--- src/rtl/i2c_apb_sequencer.sv ---
// APB sequencer that initialises an I2C master core, then runs single-byte write/read
// transactions with status polling. Define I2C_SEQ_TIMEOUT_EN to bound polling by TIMEOUT.
module i2c_apb_sequencer #(
    parameter logic [7:0]  PRESCALER = 8'h04,
    parameter int unsigned POLL_GAP  = 4,
    parameter int unsigned TIMEOUT   = 255
) (
    input  logic       pclk_i,
    input  logic       preset_n_i,
    input  logic       req_valid_i,
    output logic       req_ready_o,
    input  logic [7:0] req_addr_i,
    input  logic [7:0] req_data_i,
    output logic       rsp_valid_o,
    output logic [7:0] rsp_data_o,
    output logic       rsp_err_o,
    output logic       psel_o,
    output logic       penable_o,
    output logic       pwrite_o,
    output logic [7:0] paddr_o,
    output logic [7:0] pwdata_o,
    input  logic [7:0] prdata_i,
    input  logic       pready_i
);
    localparam logic [7:0] GapLast = 8'(POLL_GAP - 1);
`ifdef I2C_SEQ_TIMEOUT_EN
    localparam logic [7:0] TimeoutLast = 8'(TIMEOUT - 1);
`endif

    typedef enum logic [3:0] {
        StInitPre, StInitCmd, StIdle, StWrAddr, StWrData, StWrEn,
        StPollWait, StPoll, StRdData, StDone
`ifdef I2C_SEQ_TIMEOUT_EN
        , StAbort
`endif
    } state_e;

    // PhIdle doubles as the psel=0 cycle between transfers and the address-load cycle.
    typedef enum logic [1:0] {PhIdle, PhSetup, PhAccess} phase_e;

    state_e     state_q, state_d;
    phase_e     ph_q, ph_d;
    logic [7:0] req_addr_q, req_addr_d;
    logic [7:0] req_data_q, req_data_d;
    logic [7:0] paddr_q, paddr_d;
    logic [7:0] pwdata_q, pwdata_d;
    logic       pwrite_q, pwrite_d;
    logic [7:0] gap_q, gap_d;
    logic [7:0] rsp_data_q, rsp_data_d;
`ifdef I2C_SEQ_TIMEOUT_EN
    logic [7:0] cnt_q, cnt_d;
    logic       rsp_err_q, rsp_err_d;
`endif

    logic       xfer, xfer_write, xfer_done;
    logic [7:0] xfer_addr, xfer_data;

    always_comb begin
        xfer       = 1'b1;
        xfer_write = 1'b1;
        xfer_addr  = 8'h00;
        xfer_data  = 8'h00;
        case (state_q)
            StInitPre: xfer_data = PRESCALER;
            StInitCmd: begin xfer_addr = 8'h01; xfer_data = 8'h20; end
            StWrAddr:  begin xfer_addr = 8'h04; xfer_data = req_addr_q; end
            StWrData:  begin xfer_addr = 8'h02; xfer_data = req_data_q; end
            StWrEn:    begin xfer_addr = 8'h01; xfer_data = 8'h60; end
            StPoll:    begin xfer_addr = 8'h03; xfer_write = 1'b0; end
            StRdData:  begin xfer_addr = 8'h02; xfer_write = 1'b0; end
`ifdef I2C_SEQ_TIMEOUT_EN
            StAbort:   begin xfer_addr = 8'h01; xfer_data = 8'h20; end
`endif
            default:   begin xfer = 1'b0; xfer_write = 1'b0; end
        endcase
    end

    assign xfer_done = xfer && (ph_q == PhAccess) && pready_i;

    always_comb begin
        state_d    = state_q;
        ph_d       = ph_q;
        req_addr_d = req_addr_q;
        req_data_d = req_data_q;
        paddr_d    = paddr_q;
        pwdata_d   = pwdata_q;
        pwrite_d   = pwrite_q;
        gap_d      = gap_q;
        rsp_data_d = rsp_data_q;
`ifdef I2C_SEQ_TIMEOUT_EN
        cnt_d      = cnt_q;
        rsp_err_d  = rsp_err_q;
`endif
        if (xfer) begin
            unique case (ph_q)
                PhIdle: begin
                    ph_d     = PhSetup;
                    paddr_d  = xfer_addr;
                    pwdata_d = xfer_data;
                    pwrite_d = xfer_write;
                end
                PhSetup:  ph_d = PhAccess;
                PhAccess: if (pready_i) ph_d = PhIdle;
                default:  ph_d = PhIdle;
            endcase
        end

        case (state_q)
            StInitPre: if (xfer_done) state_d = StInitCmd;
            StInitCmd: if (xfer_done) state_d = StIdle;
            StIdle: begin
                if (req_valid_i) begin
                    req_addr_d = req_addr_i;
                    req_data_d = req_data_i;
                    state_d    = StWrAddr;
`ifdef I2C_SEQ_TIMEOUT_EN
                    cnt_d      = 8'h00;
`endif
                end
            end
            StWrAddr: if (xfer_done) state_d = StWrData;
            StWrData: if (xfer_done) state_d = StWrEn;
            StWrEn: begin
                if (xfer_done) begin
                    state_d = StPollWait;
                    gap_d   = 8'h00;
                end
            end
            StPollWait: begin
                if (gap_q == GapLast) state_d = StPoll;
                else gap_d = gap_q + 8'd1;
            end
            StPoll: begin
                if (xfer_done) begin
                    if (prdata_i[0]) begin
                        state_d = StPollWait;
                        gap_d   = 8'h00;
`ifdef I2C_SEQ_TIMEOUT_EN
                        cnt_d = (cnt_q == 8'hFF) ? cnt_q : cnt_q + 8'd1;
                        if (cnt_q >= TimeoutLast) state_d = StAbort;
`endif
                    end else if (req_addr_q[0]) begin
                        state_d = StRdData;
                    end else begin
                        state_d    = StDone;
                        rsp_data_d = 8'h00;
`ifdef I2C_SEQ_TIMEOUT_EN
                        rsp_err_d  = 1'b0;
`endif
                    end
                end
            end
            StRdData: begin
                if (xfer_done) begin
                    state_d    = StDone;
                    rsp_data_d = prdata_i;
`ifdef I2C_SEQ_TIMEOUT_EN
                    rsp_err_d  = 1'b0;
`endif
                end
            end
`ifdef I2C_SEQ_TIMEOUT_EN
            StAbort: begin
                if (xfer_done) begin
                    state_d    = StDone;
                    rsp_data_d = 8'h00;
                    rsp_err_d  = 1'b1;
                end
            end
`endif
            StDone:  state_d = StIdle;
            default: state_d = StInitPre;
        endcase
    end

    always_ff @(posedge pclk_i or negedge preset_n_i) begin
        if (!preset_n_i) begin
            state_q    <= StInitPre;
            ph_q       <= PhIdle;
            req_addr_q <= 8'h00;
            req_data_q <= 8'h00;
            paddr_q    <= 8'h00;
            pwdata_q   <= 8'h00;
            pwrite_q   <= 1'b0;
            gap_q      <= 8'h00;
            rsp_data_q <= 8'h00;
`ifdef I2C_SEQ_TIMEOUT_EN
            cnt_q      <= 8'h00;
            rsp_err_q  <= 1'b0;
`endif
        end else begin
            state_q    <= state_d;
            ph_q       <= ph_d;
            req_addr_q <= req_addr_d;
            req_data_q <= req_data_d;
            paddr_q    <= paddr_d;
            pwdata_q   <= pwdata_d;
            pwrite_q   <= pwrite_d;
            gap_q      <= gap_d;
            rsp_data_q <= rsp_data_d;
`ifdef I2C_SEQ_TIMEOUT_EN
            cnt_q      <= cnt_d;
            rsp_err_q  <= rsp_err_d;
`endif
        end
    end

    assign psel_o      = (ph_q == PhSetup) || (ph_q == PhAccess);
    assign penable_o   = (ph_q == PhAccess);
    assign pwrite_o    = pwrite_q;
    assign paddr_o     = paddr_q;
    assign pwdata_o    = pwdata_q;
    assign req_ready_o = (state_q == StIdle);
    assign rsp_valid_o = (state_q == StDone);
    assign rsp_data_o  = rsp_data_q;
`ifdef I2C_SEQ_TIMEOUT_EN
    assign rsp_err_o   = rsp_err_q;
`else
    assign rsp_err_o   = 1'b0;
`endif
endmodule

--- config.mk ---
export PLATFORM = sky130hd
export DESIGN_NAME = i2c_apb_sequencer
export DESIGN_NICKNAME = d
export VERILOG_FILES = /design/src/rtl/i2c_apb_sequencer.sv
export SDC_FILE = /design/constraint.sdc
export NUM_CORES = 1
export LEC_CHECK = 0
export CAP_MARGIN = 10
export CORE_AREA = 3 3 71 73
export CTS_BUF_LIST = sky130_fd_sc_hd__clkbuf_4
export CTS_CLUSTER_DIAMETER = 80
export DETAILED_ROUTE_END_ITERATION = 12
export DIE_AREA = 0 0 74 76
export PLACE_DENSITY = 0.94
export SLEW_MARGIN = 10
export SYNTH_ARGS = -nofsm -noshare
export SYNTH_HDL_FRONTEND = slang
export SYNTH_SLANG_ARGS = --single-unit
--- constraint.sdc ---
create_clock -name pclk_i -period 4.95 [get_ports pclk_i]
set_input_delay 0.99 -clock pclk_i [delete_from_list [all_inputs] [get_ports pclk_i]]
set_output_delay 0.99 -clock pclk_i [all_outputs]
set_load 0.01 [all_outputs]
Word level (Yosys, flattened, before mapping)
Cells that the tools add are included.
{"block": "classes", "n_addsub": 1, "eq_ne": 26, "n_mux": 28, "n_reduce_logical": 17}
{"cell": "8-bit two-way mux", "n": 8}
{"cell": "4-bit two-way mux", "n": 10}
{"cell": "4-bit case mux with 10 select lines", "n": 1}
{"cell": "8-bit case mux with 5 select lines", "n": 1}
{"cell": "2-bit inequality test (second input constant)", "n": 13}
{"cell": "8-bit case mux with 3 select lines", "n": 1}
{"cell": "4-bit by 3-bit == test with 1-bit output (second input constant)", "n": 4}
{"cell": "8-bit case mux with 2 select lines", "n": 1}
{"cell": "3-bit case mux with 4 select lines", "n": 1}
{"cell": "5-bit AND reduction", "n": 2}
{"cell": "9-bit AND reduction", "n": 1}
{"cell": "8-bit by 1-bit adder with 8-bit output (second input constant)", "n": 1}
{"cell": "4-bit by 2-bit == test with 1-bit output (second input constant)", "n": 2}
{"cell": "4-bit == test (second input constant)", "n": 2}
{"cell": "8-bit by 2-bit == test with 1-bit output (second input constant)", "n": 1}
{"cell": "7-bit OR reduction", "n": 1}
{"cell": "2-bit case mux with 3 select lines", "n": 1}
{"cell": "2-bit AND reduction", "n": 3}
{"cell": "5-bit OR reduction", "n": 1}
{"cell": "4-bit by 1-bit == test with 1-bit output (second input constant)", "n": 1}
{"cell": "4-bit logical NOT", "n": 1}
{"cell": "2-bit OR reduction", "n": 2}
{"cell": "1-bit two-way mux", "n": 3}
{"cell": "3-bit nonzero test", "n": 1}
{"cell": "8 further kinds", "n": 9}
{"block": "word_totals", "reg_bits": 55, "in_bits": 28, "output_inout_bits": 30, "elab_cells": 81}

Depth between registers and ports, before layout
{"block": "depth", "depth_word": 7, "depth_mapped": 6, "mapped_depth_nobuf": 6}

Worst setup path before layout
OpenSTA, ideal clock, no wires.
{"block": "synth_timing", "path_kind": "reg-to-output", "start": "reg state_q[0]", "end": "out rsp_valid_o", "arrival_time_ps": 1309, "required_ps": 3960, "slack_ps": 2651, "stages_incl_launch_ff": 4, "path_buffers": 2, "cell_sequence": "dfrtp_1 buf_2 clkbuf_1 nor4b_1"}
{"block": "synth_between", "elab_chain_len": 1}
{"element": "start, declared", "line": "41", "text": "state_e state_q, state_d;"}
{"element": "start signal, assigned", "line": "178", "text": "state_q <= StInitPre;"}
{"element": "start signal, assigned", "line": "192", "text": "state_q <= state_d;"}
{"element": "4-bit == test", "line": "214", "text": "assign rsp_valid_o = (state_q == StDone);"}
{"element": "end, declared", "line": "14", "text": "output logic rsp_valid_o,"}
Every way passes these cells.

Worst setup path after layout
Same ends and word-level chain as after synthesis.

==> summary by stage <==
Final layout
The antenna cell count is 0. The top cell types in the final layout, fill and taps aside, are sky130_fd_sc_hd__dfrtp_1 (50), sky130_fd_sc_hd__clkdlybuf4s50_1 (50), sky130_fd_sc_hd__a22o_1 (23). From synthesis to final layout, the design area changed by 22.3%. The net count reported at finish is between 200 and 300. The post-route netlist has roughly 15% of its cells at a drive strength greater than 1.

Global route
Global routing consumed, over all layers together, around a fifth of the routing resources. The initial antenna violation count is 0. The global route total overflow is 0.

The wire length of the first global-routing pass is between 9000 and 10,000 um. The via count of the first global-routing pass is 1,882. The largest net degree at the start of global routing is 51.

Logic synthesis
The synthesized netlist occupies a cell area of ~0.0025 mm2. A synthesized cell averages 11.9 um2. By area the synthesized netlist is led by sky130_fd_sc_hd__dfrtp_1 (51%), sky130_fd_sc_hd__mux2_2 (8.7%), sky130_fd_sc_hd__a22o_1 (8.2%).

The number of flops mapped to enable cells by yosys is 0. For this run, the number of Yosys warnings is 0. The count of different cell masters after synthesis is 48. The proportion of netlist area held by the largest area contributor is 50.7%. After synthesis the netlist holds a flip-flop and latch count of 50.

The most frequently used flop master after synthesis is sky130_fd_sc_hd__dfrtp_1. The post-synthesis instance total is 208. The cell type contributing the most total cell area after synthesis is sky130_fd_sc_hd__dfrtp_1. In the synthesized netlist the async set-or-reset flop fraction comes to between 90% and 100%. The sequential-to-total area share from yosys stat is 50.7%.

Timing
The final critical-path setup slack is roughly 1.7 ns. The part of the cycle the worst path needs is 65.4%. The headroom to the max-slew limit is 25.4%.

The worst-margin pin slew is 1.12 ns. The clock tree skew after final layout is 0.0187 ns. The aggregate negative setup slack is 0 ns.

Subtracting the final worst setup slack from the clock period gives about 3.2 ns. Setup repair after global routing left no endpoint under its margin. The final setup violation count is 0. The final count of hold timing violations is 0. The achievable frequency is 309 MHz. The count of pins over their slew limit came to 0.

Critical path
The largest individual stage delay along the critical path comes from the cell sky130_fd_sc_hd__dfrtp_1. The signal on the critical path passes through nor4b_1 -> clkdlybuf4s50_1. The kind of cell adding the most delay to the critical path is flip-flops. For flop-to-flop paths, the worst setup slack is ~2.8 ns. The worst-case reg-to-reg path depth is 4. The endpoint identified for the worst register-to-register timing path is state_q[3].

The data arrival time of the critical path is roughly 2.3 ns. The number of buffers and inverters on the critical path is 1. The required time of the worst setup path is 3.96 ns. STA classifies the critical path startpoint as a register. The category of the most critical setup path is register to output port.

The type of element capturing the critical path is an output port. In this design, the stage delay of the slowest critical-path cell is 0.80 ns. The worst reg2reg path startpoint is state_q[2]. The highest net fanout along the worst path is 20.

Place
OpenSTA, run right after detailed placement, puts the worst setup slack at between 2 and 2.5 ns. The placed wire-length estimate after detailed placement is 3810 um. The number of buffers inserted by port buffering is 51.

At the end of routability-driven placement, the weighted congestion stood at 0.818.

Die
The die covers 0.00562 mm2. The height of the die is 76 um. The area of the core region is 0.00441 mm2. The horizontal extent of the die is between 70 and 80 um. 58 I/O pins were placed. The number of cell rows is 24. Once the floorplan was initialized, standard cells occupied 55.9% of the core.

Route
After detailed routing, the number of remaining DRC violations is 0. The first-pass iteration count of the detailed router is 4. Detailed routing inserted a total of 1,835 vias.

The detail-routed net length per standard cell is 16.9 um. For this block, the initial DRC count from the detailed router was 81. Using the TritonRoute via totals, the vias-per-cell ratio works out to 5.94. The number of nets with antenna violations after routing is 0. The overall routed net length is about 5200 um.

Flow run
The number of maximum-capacitance constraint violations is 0.

Clock network
The clock passes through at most 2 buffers. The clock drives 50 sinks. TritonCTS built the clock tree. The source-to-sink clock delay at the later pin of the worst-skew pair is between 0.3 and 0.4 ns. Buffers inserted during clock tree synthesis total 5. The number of gates resized after CTS was 0. The count of hold-fix buffers inserted at cts is 0. In this run the post-CTS setup repair buffer count came out at 0. The clock input transition at the sequential cells of the worst setup and hold paths is around 0.16 ns. The H-tree was split into 2 levels. The cell sitting at the root of the clock tree is a sky130_fd_sc_hd__clkbuf_4.

Power
VDD sags by at most 0.308 mV. The standby leakage power is 1.33 nW. The total power density per cell area is 545 mW/mm2.

Min path
The worst hold path begins at pwrite_o. The tightest min-delay check is of the register to register type. Counting instances, the worst hold path has a depth of 1. The end of the worst hold path is pwrite_o.

Outcome
The run finished with clean final reports.
## kinds of logic after synthesis
family / after synthesis / synth area share [%]
AOI/OAI and AO/OA: 55 / 18.8
xor gates and xnor gates: 1 / 0.355
adders and majority gates: 4 / 2.03
buffers and inverters: 23 / 5.07
DFF: 50 / 50.7
muxes: 21 / 9.48
other: 1 / 0.152
and+or+nand+nor: 53 / 13.4
## power by group
| part | internal (mW) | switching (mW) |
|---|---|---|
| clock | 0.0559 | 0.131 |
| sequential | 0.558 | 0.160 |
| combinational | 0.405 | 0.336 |
| total | 1.02 | 0.627 |
## layer usage
metal | GRT usage (%) | routed length, um | up-vias
met4 | 4.71 | 56 | 0
met3 | 5.01 | 285 | 9
met5 | 0 | 0 | -
li1 | - | - | 848
met2 | 34.0 | 2630 | 70
met1 | 26.4 | 2260 | 908
## how the worst max path moves through the flow
stage | start | endpoint | slack (ns) | cells after the start
CTS | state_q[0] | rsp_valid_o | 1.75 | 2
global route | state_q[0] | rsp_valid_o | 1.65 | 2
global placement | state_q[0] | rsp_valid_o | 2.23 | 2
floorplan | state_q[0] | rsp_valid_o | 2.65 | 3
finish | state_q[0] | rsp_valid_o | 1.71 | 2
detailed placement | state_q[0] | rsp_valid_o | 2.18 | 2
## cell usage after synthesis (all sizes together) (2+ instances only)
cell	number
dfrtp	50
a22o	23
mux2	19
nor2	15
buf	12
inv	8
nand2	8
a21oi	6
nand2b	6
o21ai	6
and3	5
ha	4
a21o	3
a32o	3
and2	3
clkbuf	3
nor3	3
a221o	2
mux2i	2
nand3	2
nor4b	2
o22a	2
o22ai	2
or2	2
## layout make-up
class,instances,area [um2]
fill,315,1400
clock inverter,3,18.8
tap,52,65.1
multi-input combinational,140,1110
sequential,50,1250
timing repair buffer,51,505
clock buffer,5,37.5
inverter,8,30.0
## through the flow
stage | cells | hold WS, ns | power (mW) | area (um2) | util [%]
2_1_floorplan | 213 | 0.472 | 1.22 | 2490 | -
3_3_place_gp | 301 | 0.461 | 1.42 | 2960 | 67.1
3_5_place_dp | 301 | 0.466 | 1.46 | 2960 | 67.1
4_1_cts | 309 | 0.499 | 1.65 | 3020 | 68.4
5_1_grt | 309 | 0.529 | 1.76 | 3020 | 68.4
6_report | 309 | 0.496 | 1.65 | 3020 | 68.4
## worst register-to-register path, stage by stage, from the launching register on
cell and delay, ns:
sky130_fd_sc_hd__dfrtp_1 0.82, sky130_fd_sc_hd__o21ai_0 0.28, sky130_fd_sc_hd__a32o_1 0.32, sky130_fd_sc_hd__or2_4 0.26, sky130_fd_sc_hd__o41ai_1 0.35
## registers in the layout, summed over array words and instances, names as in the netlist, 2 cells and up
register    count
req_addr_q      8
gap_q           8
req_data_q      8
pwdata_o        8
paddr_o         3
rsp_data_o      8
state_q         4
ph_q            2
No activity file was read; power rests on OpenSTA's default activity.
